[config.mk]
export PLATFORM = sky130hd
export DESIGN_NAME = mac_accum_lanes_flat
export DESIGN_NICKNAME = d
export VERILOG_FILES = /design/src/rtl/mac_pkg.sv /design/src/rtl/mac_accum_lanes_if.sv /design/src/rtl/mac_lane.sv /design/src/rtl/mac_accum_lanes.sv /design/src/flat_wrapper.sv
export SDC_FILE = /design/constraint.sdc
export NUM_CORES = 1
export LEC_CHECK = 0
export ABC_AREA = 1
export BUFFER_PORTS_ARGS = -buffer_cell sky130_fd_sc_hd__buf_2
export CORE_MARGIN = 5
export CORE_UTILIZATION = 67
export DETAILED_ROUTE_END_ITERATION = 10
export HOLD_SLACK_MARGIN = 0.06
export PLACE_DENSITY = 0.83
export SLEW_MARGIN = 15
export SYNTH_ARGS = -nofsm -noshare
export SYNTH_HDL_FRONTEND = slang
export SYNTH_SLANG_ARGS = --single-unit
[constraint.sdc]
create_clock -name clock -period 8.77 [get_ports clock]
set_input_delay 2.1925 -clock clock [delete_from_list [all_inputs] [get_ports clock]]
set_output_delay 2.1925 -clock clock [all_outputs]
set_load 0.005 [all_outputs]
[src/rtl/mac_pkg.sv]
// Shared constants and helpers for the multi-lane MAC engine.
package mac_pkg;

    localparam int unsigned DEF_DATA_W  = 9;
    localparam int unsigned DEF_ACC_W   = 18;
    localparam int unsigned DEF_LANES   = 2;
    localparam int unsigned DEF_COUNT_W = 8;

    // Clamp value for the default accumulator width
    localparam logic [DEF_ACC_W-1:0] DEF_ACC_SAT = '1;

    function automatic int unsigned lane_off(input int unsigned lane, input int unsigned width);
        return lane * width;
    endfunction

endpackage

[src/rtl/mac_accum_lanes_if.sv]
// Operand/result bus of mac_accum_lanes; master drives operands, slave returns frame results.
interface mac_accum_lanes_if
    import mac_pkg::*;
#(
    parameter int unsigned DATA_W  = DEF_DATA_W,
    parameter int unsigned ACC_W   = DEF_ACC_W,
    parameter int unsigned LANES   = DEF_LANES,
    parameter int unsigned COUNT_W = DEF_COUNT_W
) ();

    logic                     in_valid;
    logic                     in_last;
    logic                     acc_clear;
    logic [LANES*DATA_W-1:0]  in_a;
    logic [LANES*DATA_W-1:0]  in_b;
    logic                     out_valid;
    logic [LANES*ACC_W-1:0]   out_acc;
    logic [COUNT_W-1:0]       out_count;
    logic [LANES-1:0]         out_ovf;

    modport master (
        output in_valid, in_last, acc_clear, in_a, in_b,
        input  out_valid, out_acc, out_count, out_ovf
    );

    modport slave (
        input  in_valid, in_last, acc_clear, in_a, in_b,
        output out_valid, out_acc, out_count, out_ovf
    );

endinterface

[src/rtl/mac_lane.sv]
// One MAC lane: registered product, accumulator with carry detect, sticky overflow flag.
// MAC_ACC_SATURATE_EN selects clamping instead of modulo wrap on carry-out.
module mac_lane
    import mac_pkg::*;
#(
    parameter int unsigned DATA_W = DEF_DATA_W,
    parameter int unsigned ACC_W  = DEF_ACC_W
) (
    input  logic              clk_i,
    input  logic              rst_ni,
    input  logic              clear_i,
    input  logic [DATA_W-1:0] a_i,
    input  logic [DATA_W-1:0] b_i,
    input  logic              beat_i,
    input  logic              last_i,
    output logic [ACC_W-1:0]  acc_nxt_o,
    output logic              ovf_nxt_o
);

    logic [2*DATA_W-1:0] prod_d, prod_q;
    logic [ACC_W-1:0]    acc_d, acc_q;
    logic                ovf_d, ovf_q;
    logic [ACC_W:0]      sum;

    always_comb begin
        prod_d = (2*DATA_W)'(a_i) * (2*DATA_W)'(b_i);
        sum    = {1'b0, acc_q} + (ACC_W+1)'(prod_q);
`ifdef MAC_ACC_SATURATE_EN
        acc_nxt_o = sum[ACC_W] ? {ACC_W{1'b1}} : sum[ACC_W-1:0];
`else
        acc_nxt_o = sum[ACC_W-1:0];
`endif
        ovf_nxt_o = ovf_q | sum[ACC_W];

        acc_d = acc_q;
        ovf_d = ovf_q;
        if (clear_i) begin
            acc_d = '0;
            ovf_d = 1'b0;
        end else if (beat_i) begin
            // Final beat hands its sum to the top and restarts the lane
            acc_d = last_i ? '0 : acc_nxt_o;
            ovf_d = last_i ? 1'b0 : ovf_nxt_o;
        end
    end

    always_ff @(posedge clk_i) begin
        if (!rst_ni) begin
            prod_q <= '0;
            acc_q  <= '0;
            ovf_q  <= 1'b0;
        end else begin
            prod_q <= prod_d;
            acc_q  <= acc_d;
            ovf_q  <= ovf_d;
        end
    end

endmodule

[src/rtl/mac_accum_lanes.sv]
// Multi-lane framed MAC top: shared valid/last pipeline, beat counter and result registers.
// Build option MAC_ACC_SATURATE_EN makes the lane accumulators clamp instead of wrap.
module mac_accum_lanes
    import mac_pkg::*;
#(
    parameter int unsigned DATA_W  = DEF_DATA_W,
    parameter int unsigned ACC_W   = DEF_ACC_W,
    parameter int unsigned LANES   = DEF_LANES,
    parameter int unsigned COUNT_W = DEF_COUNT_W
) (
    input logic             clock,
    input logic             resetn,
    mac_accum_lanes_if.slave bus
);

    logic                   v1_d, v1_q;
    logic                   l1_d, l1_q;
    logic [COUNT_W-1:0]     cnt_d, cnt_q, cnt_inc;
    logic                   out_valid_d, out_valid_q;
    logic [LANES*ACC_W-1:0] out_acc_d, out_acc_q;
    logic [COUNT_W-1:0]     out_count_d, out_count_q;
    logic [LANES-1:0]       out_ovf_d, out_ovf_q;
    logic [LANES*ACC_W-1:0] acc_nxt;
    logic [LANES-1:0]       ovf_nxt;

    for (genvar i = 0; i < LANES; i++) begin : g_lane
        mac_lane #(
            .DATA_W (DATA_W),
            .ACC_W  (ACC_W)
        ) u_lane (
            .clk_i     (clock),
            .rst_ni    (resetn),
            .clear_i   (bus.acc_clear),
            .a_i       (bus.in_a[lane_off(i, DATA_W) +: DATA_W]),
            .b_i       (bus.in_b[lane_off(i, DATA_W) +: DATA_W]),
            .beat_i    (v1_q),
            .last_i    (l1_q),
            .acc_nxt_o (acc_nxt[lane_off(i, ACC_W) +: ACC_W]),
            .ovf_nxt_o (ovf_nxt[i])
        );
    end

    always_comb begin
        cnt_inc = (cnt_q == {COUNT_W{1'b1}}) ? cnt_q : cnt_q + COUNT_W'(1);

        // A beat presented alongside acc_clear still enters stage 1 as beat 0
        v1_d = bus.in_valid;
        l1_d = bus.in_valid & bus.in_last;

        cnt_d       = cnt_q;
        out_valid_d = 1'b0;
        out_acc_d   = out_acc_q;
        out_count_d = out_count_q;
        out_ovf_d   = out_ovf_q;

        if (bus.acc_clear) begin
            cnt_d = '0;
        end else if (v1_q) begin
            if (l1_q) begin
                out_valid_d = 1'b1;
                out_acc_d   = acc_nxt;
                out_count_d = cnt_inc;
                out_ovf_d   = ovf_nxt;
                cnt_d       = '0;
            end else begin
                cnt_d = cnt_inc;
            end
        end
    end

    always_ff @(posedge clock) begin
        if (!resetn) begin
            v1_q        <= 1'b0;
            l1_q        <= 1'b0;
            cnt_q       <= '0;
            out_valid_q <= 1'b0;
            out_acc_q   <= '0;
            out_count_q <= '0;
            out_ovf_q   <= '0;
        end else begin
            v1_q        <= v1_d;
            l1_q        <= l1_d;
            cnt_q       <= cnt_d;
            out_valid_q <= out_valid_d;
            out_acc_q   <= out_acc_d;
            out_count_q <= out_count_d;
            out_ovf_q   <= out_ovf_d;
        end
    end

    assign bus.out_valid = out_valid_q;
    assign bus.out_acc   = out_acc_q;
    assign bus.out_count = out_count_q;
    assign bus.out_ovf   = out_ovf_q;

endmodule

[src/flat_wrapper.sv]
// flat-port wrapper written by rule: the top's interface ports become plain ports
module mac_accum_lanes_flat import mac_pkg::*;
#(
    parameter int unsigned DATA_W  = DEF_DATA_W,
    parameter int unsigned ACC_W   = DEF_ACC_W,
    parameter int unsigned LANES   = DEF_LANES,
    parameter int unsigned COUNT_W = DEF_COUNT_W
)
  (clock, resetn, bus_in_valid, bus_in_last, bus_acc_clear, bus_in_a, bus_in_b, bus_out_valid, bus_out_acc, bus_out_count, bus_out_ovf);
  mac_accum_lanes_if #(.DATA_W(DATA_W), .ACC_W(ACC_W), .LANES(LANES), .COUNT_W(COUNT_W)) bus_i ();
  input logic clock;
  input logic resetn;
  input wire logic [$bits(bus_i.in_valid)-1:0] bus_in_valid;
  input wire logic [$bits(bus_i.in_last)-1:0] bus_in_last;
  input wire logic [$bits(bus_i.acc_clear)-1:0] bus_acc_clear;
  input wire logic [$bits(bus_i.in_a)-1:0] bus_in_a;
  input wire logic [$bits(bus_i.in_b)-1:0] bus_in_b;
  output wire logic [$bits(bus_i.out_valid)-1:0] bus_out_valid;
  output wire logic [$bits(bus_i.out_acc)-1:0] bus_out_acc;
  output wire logic [$bits(bus_i.out_count)-1:0] bus_out_count;
  output wire logic [$bits(bus_i.out_ovf)-1:0] bus_out_ovf;
  assign bus_i.in_valid = bus_in_valid;
  assign bus_i.in_last = bus_in_last;
  assign bus_i.acc_clear = bus_acc_clear;
  assign bus_i.in_a = bus_in_a;
  assign bus_i.in_b = bus_in_b;
  assign bus_out_valid = bus_i.out_valid;
  assign bus_out_acc = bus_i.out_acc;
  assign bus_out_count = bus_i.out_count;
  assign bus_out_ovf = bus_i.out_ovf;
  mac_accum_lanes #(.DATA_W(DATA_W), .ACC_W(ACC_W), .LANES(LANES), .COUNT_W(COUNT_W)) u_core (.clock(clock), .resetn(resetn), .bus(bus_i));
endmodule
* Word-level counts from Yosys, hierarchy flattened
Index checks and enable logic that the tools add are counted.
Word-level totals: bits in registers 131, input bits 41, output and inout port bits 47, logic and storage cells 35
Cells by class: add/sub/neg operators 3, multiply operators 2, eq/ne operators 1, multiplexer cells 7, bitwise gates (word level) 6, reductions and logical operators 3
Operator list (count):
- adder 18 x 18 -> 19 bit | 2
- multiplier 9 x 9 -> 18 bit | 2
- two-way mux 18 bit | 2
- two-way mux 8 bit | 2
- adder 8 x 1 -> 8 bit, second input constant | 1
- == test 8 bit, second input constant | 1
- two-way mux 1 bit | 3
- NOT 1 bit | 3
- AND reduction 3 bit | 1
- OR reduction 3 bit | 1
- OR 1 bit | 2
- OR reduction 2 bit | 1
- bitwise AND 1 bit | 1

* Depth between registers and ports, before layout
depth after elaboration 3, mapped depth 20, mapped depth without buffers 19

* By module
A second synthesis with hierarchy kept.
Second synthesis, totals: cells, all modules 1684, area total of the unflattened synthesis 11933.9 µm²
By module, submodules not included:
- mac_lane at u_core.g_lane[1].u_lane | times used 1, cells each 693, area each 4860.9 µm², seq. area each 740.7 µm²
- mac_lane at u_core.g_lane[0].u_lane | times used 1, cells each 694, area each 4840.9 µm², seq. area each 740.7 µm²
- mac_accum_lanes | times used 1, cells each 297, area each 2232.1 µm², seq. area each 1141.1 µm²

* Worst setup path after synthesis
Ideal clock, no wire load.
path kind input to register, from input bus_in_a[8], to register u_core.g_lane[0].u_lane.prod_q[13], library setup time 0.113 ns, arrival time 5.720 ns, required time 8.657 ns, path slack 2.937 ns, stages on the path 17, buffers on the path 1, cells stage by stage clkbuf_1 > nand2_1 > fa_1 > inv_1 > fa_1 > fa_1 > inv_1 > fa_1 > inv_1 > ha_1 > a21oi_1 > o21ai_0 > a21oi_1 > o21ai_0 > nand2_1 > nand2_1 > nor2_1
On the way: longest elaborated chain between the ends 1
RTL lines:
- from (decl) | line flat_wrapper.sv:16 | input wire logic [$bits(bus_i.in_a)-1:0] bus_in_a;
- multiplier 9 x 9 -> 18 bit | line mac_lane.sv:26 | prod_d = (2*DATA_W)'(a_i) * (2*DATA_W)'(b_i);
- to (signal assigned) | line mac_lane.sv:53 | prod_q <= prod_d;
- to (decl) | line mac_lane.sv:20 | logic [2*DATA_W-1:0] prod_d, prod_q;
Every way passes these cells. A chain may end at the register's enable or synchronous reset.

* Worst setup path after layout
from input bus_in_a[7], to register u_core.g_lane[0].u_lane.prod_q[14]
The elaborated chain is that of the path after synthesis.

==> run metrics <==
status finished clean; CTS Hold Bufs 0; Die Area 20600 um2; crit-path cells buf_2 -> nand2_1 -> fa_1 -> inv_1 -> fa_1 -> inv_1 -> fa_1 -> fa_1 -> inv_1 -> ha_1 -> a21oi_1 -> nand2_1 -> a21oi_1 -> inv_1 -> nand2_1 -> nand2_1 -> nand2_1 -> a21oi_1; Root Driver clkbuf_16; layout cells sized above 1 0.0813; Seq cells post-synth 131; total core area around 17000 um2; Final Hold Slack 0.467 ns; syn_nets 1976; Power Density 199 nW/um2; CP Class input port to flip-flop; Cell Area, Synth 11900 um2; Slew Viols, Final 0; Post-CTS Setup Bufs 0; TritonCTS clock tree built; crit start category input port; Initial DRT Pass Iterations 5; Rows between 40 and 50; Chip Width around 140 um; Sink Count 131; Setup Skew ~0.0045 ns; Hold Fails Final Rpt 0; HP Class flip-flop to flip-flop; Slew headroom 0.348; GRT Residual Overflow 0; Longest Clk Path Bufs 2; Vias 10400; wire length per cell 13.0 um; Mean Syn Cell Area 6.94 um2; worst-skew pair later-pin latency 0.41 ns; CTS H-tree lvls 4; Worst R2R Setup Slack 6.45 ns; DRC Markers 0; nets@finish 2017; slowest CP cell fa_1; CTS buffer count 17; CP Data Arrival Time about 6 ns; GR Util All Layers 0.266; initial antenna violation count 0; Period minus WS final around 5.6 ns; fmax 0.180 GHz; measured slew at the worst slew-check pin ~1 ns; most frequent CP cell nand2_1; commonest non-fill, non-tap cell in the layout nand2_1; peak supply drop between 0.1 and 0.15 mV; most frequent cells in the layout 475 x nand2_1, 356 x inv_1, 131 x dfxtp_1, 128 x nor2_1, 122 x a21oi_1; CP top delay family adder cells; RSZ-0062 raised after global routing no; Antenna Cells 0; count of cell types in the netlist 39; vias in the first global route between 9000 and 10000; IO Pins 88; antenna viol nets, final 0; Die H 143 um; CP Max Fanout 9; DR iter-0 viols 593; setup TNS 0 ns; Routed WL approximately 26 mm; post-CTS sizing 0; IO Port Bufs 87; Synth Instances 1720; count of final setup violators 0; fin crit share 0.633; Synth warnings 0; CP peak stage delay around 0.55 ns; Starting Density 0.687; post-DP HPWL 20.1 mm; vias per cell 5.20; CP Capture Type flip-flop; Final GP Congestion 0.934; CP required roughly 9 ns; P_leak 7.65 nW; pin count of the biggest net entering global routing 70; first-pass GRT wire length 45.5 mm; CP Buf/Inv Count 5; number of max-cap violations 0; post-synthesis sequential area ratio 0.220; final-layout fill cell count 1394; Worst-path clk slew 0.05 ns; Layout area overhead 8.19%
report_power, final:
part / switching (mW) / internal, mW
Combinational: 0.784 / 0.461
Sequential: 0.0308 / 0.662
Clock: 0.237 / 0.390
final timing paths:
| path | end | cells after the start | startpoint |
|---|---|---|---|
| worst max-delay path | u_core.g_lane[0].u_lane.prod_q[14] | 18 | bus_in_a[7] |
| worst min-delay path | u_core.g_lane[0].u_lane.acc_q[10] | 2 | u_core.g_lane[0].u_lane.acc_q[10] |
| worst max register to register | u_core.bus.out_ovf[0] | 6 | u_core.v1_q |
| worst min register to register | u_core.g_lane[0].u_lane.acc_q[10] | 2 | u_core.g_lane[0].u_lane.acc_q[10] |
synth_stat cells:
master,n,area share
nand3b_1,9,0.0057
nor2_1,128,0.040
inv_1,356,0.11
mux2_4,1,0.0013
nor2_4,1,0.00094
nor3_4,1,0.0014
and2_1,4,0.0021
a21oi_1,122,0.051
nor3_1,7,0.0029
nand2_1,475,0.15
o21bai_1,3,0.0019
a21boi_0,1,0.00063
o21ai_0,58,0.024
nand2_2,10,0.0052
buf_1,7,0.0022
a21oi_2,5,0.0037
dfxtp_1,131,0.22
nand4_1,3,0.0016
nand4_4,1,0.0018
a211oi_1,1,0.00063
clkbuf_1,46,0.014
xor2_1,12,0.0088
o211ai_1,4,0.0025
buf_6,1,0.00094
nor2_2,5,0.0026
o31ai_1,1,0.00063
o21a_1,4,0.0025
inv_2,2,0.00063
nand3_2,2,0.0017
buf_2,14,0.0059
fa_1,102,0.17
a21o_1,5,0.0031
o21ai_1,10,0.0042
or2_1,5,0.0026
ha_1,113,0.12
nor4_1,2,0.0010
xnor2_1,3,0.0022
nand3_1,64,0.027
or2_2,1,0.00052
kinds of logic after synthesis:
logic type,after synthesis,share of synthesized area
buf+inv,426,0.136
simple gates,718,0.247
compound gates,214,0.0953
fa+ha+maj,215,0.290
flops,131,0.220
xor+xnor,15,0.0110
mux,1,0.00126
metal layers:
layer  share of wire  vias to the layer above  GRT usage
li1                -                     5303          -
met2            0.46                      273      0.440
met4          0.0094                        0     0.0585
met3           0.057                       24     0.0323
met1            0.48                     4780      0.379
met5               0                        -          0
per-stage QoR:
step | power, mW | std cells | setup WS (ns) | area, um2 | utilization
6_report | 2.57 | 1997 | 3.22 | 12900 | 0.744
5_1_grt | 2.82 | 1997 | 2.87 | 12900 | 0.744
4_1_cts | 2.57 | 1997 | 3.23 | 12900 | 0.744
3_5_place_dp | 1.93 | 1967 | 2.80 | 12400 | 0.714
3_3_place_gp | 1.89 | 1967 | 2.85 | 12400 | 0.714
2_1_floorplan | 1.67 | 1720 | 2.94 | 11900 | -
worst min-delay path: stages, from the launching register on:
cell     delay [ns]
dfxtp_1        0.31
nand2_1        0.06
a21oi_1        0.05
sequential cells by signal, indices dropped and copies added (netlist names):
| name | count |
|---|---|
| u_core.bus.out_acc | 36 |
| u_core.g_lane.u_lane.acc_q | 36 |
| u_core.g_lane.u_lane.prod_q | 36 |
| u_core.bus.out_count | 8 |
| u_core.cnt_q | 8 |
| u_core.bus.out_ovf | 2 |
| u_core.g_lane.u_lane.ovf_q | 2 |
| u_core.bus.out_valid | 1 |
| u_core.l1_q | 1 |
| u_core.v1_q | 1 |
layout make-up:
type                            instances  area, um2  share of cell area
Multi-Input combinational cell       1163       7680               0.595
Sequential cell                       131       2620               0.203
Inverter                              358       1340               0.104
Clock buffer                           23        458              0.0355
Timing Repair Buffer                   90        458              0.0355
Tap cell                              225        282              0.0218
Clock inverter                          7       60.1             0.00465
Note: power is estimated with default switching activity, not from simulation.
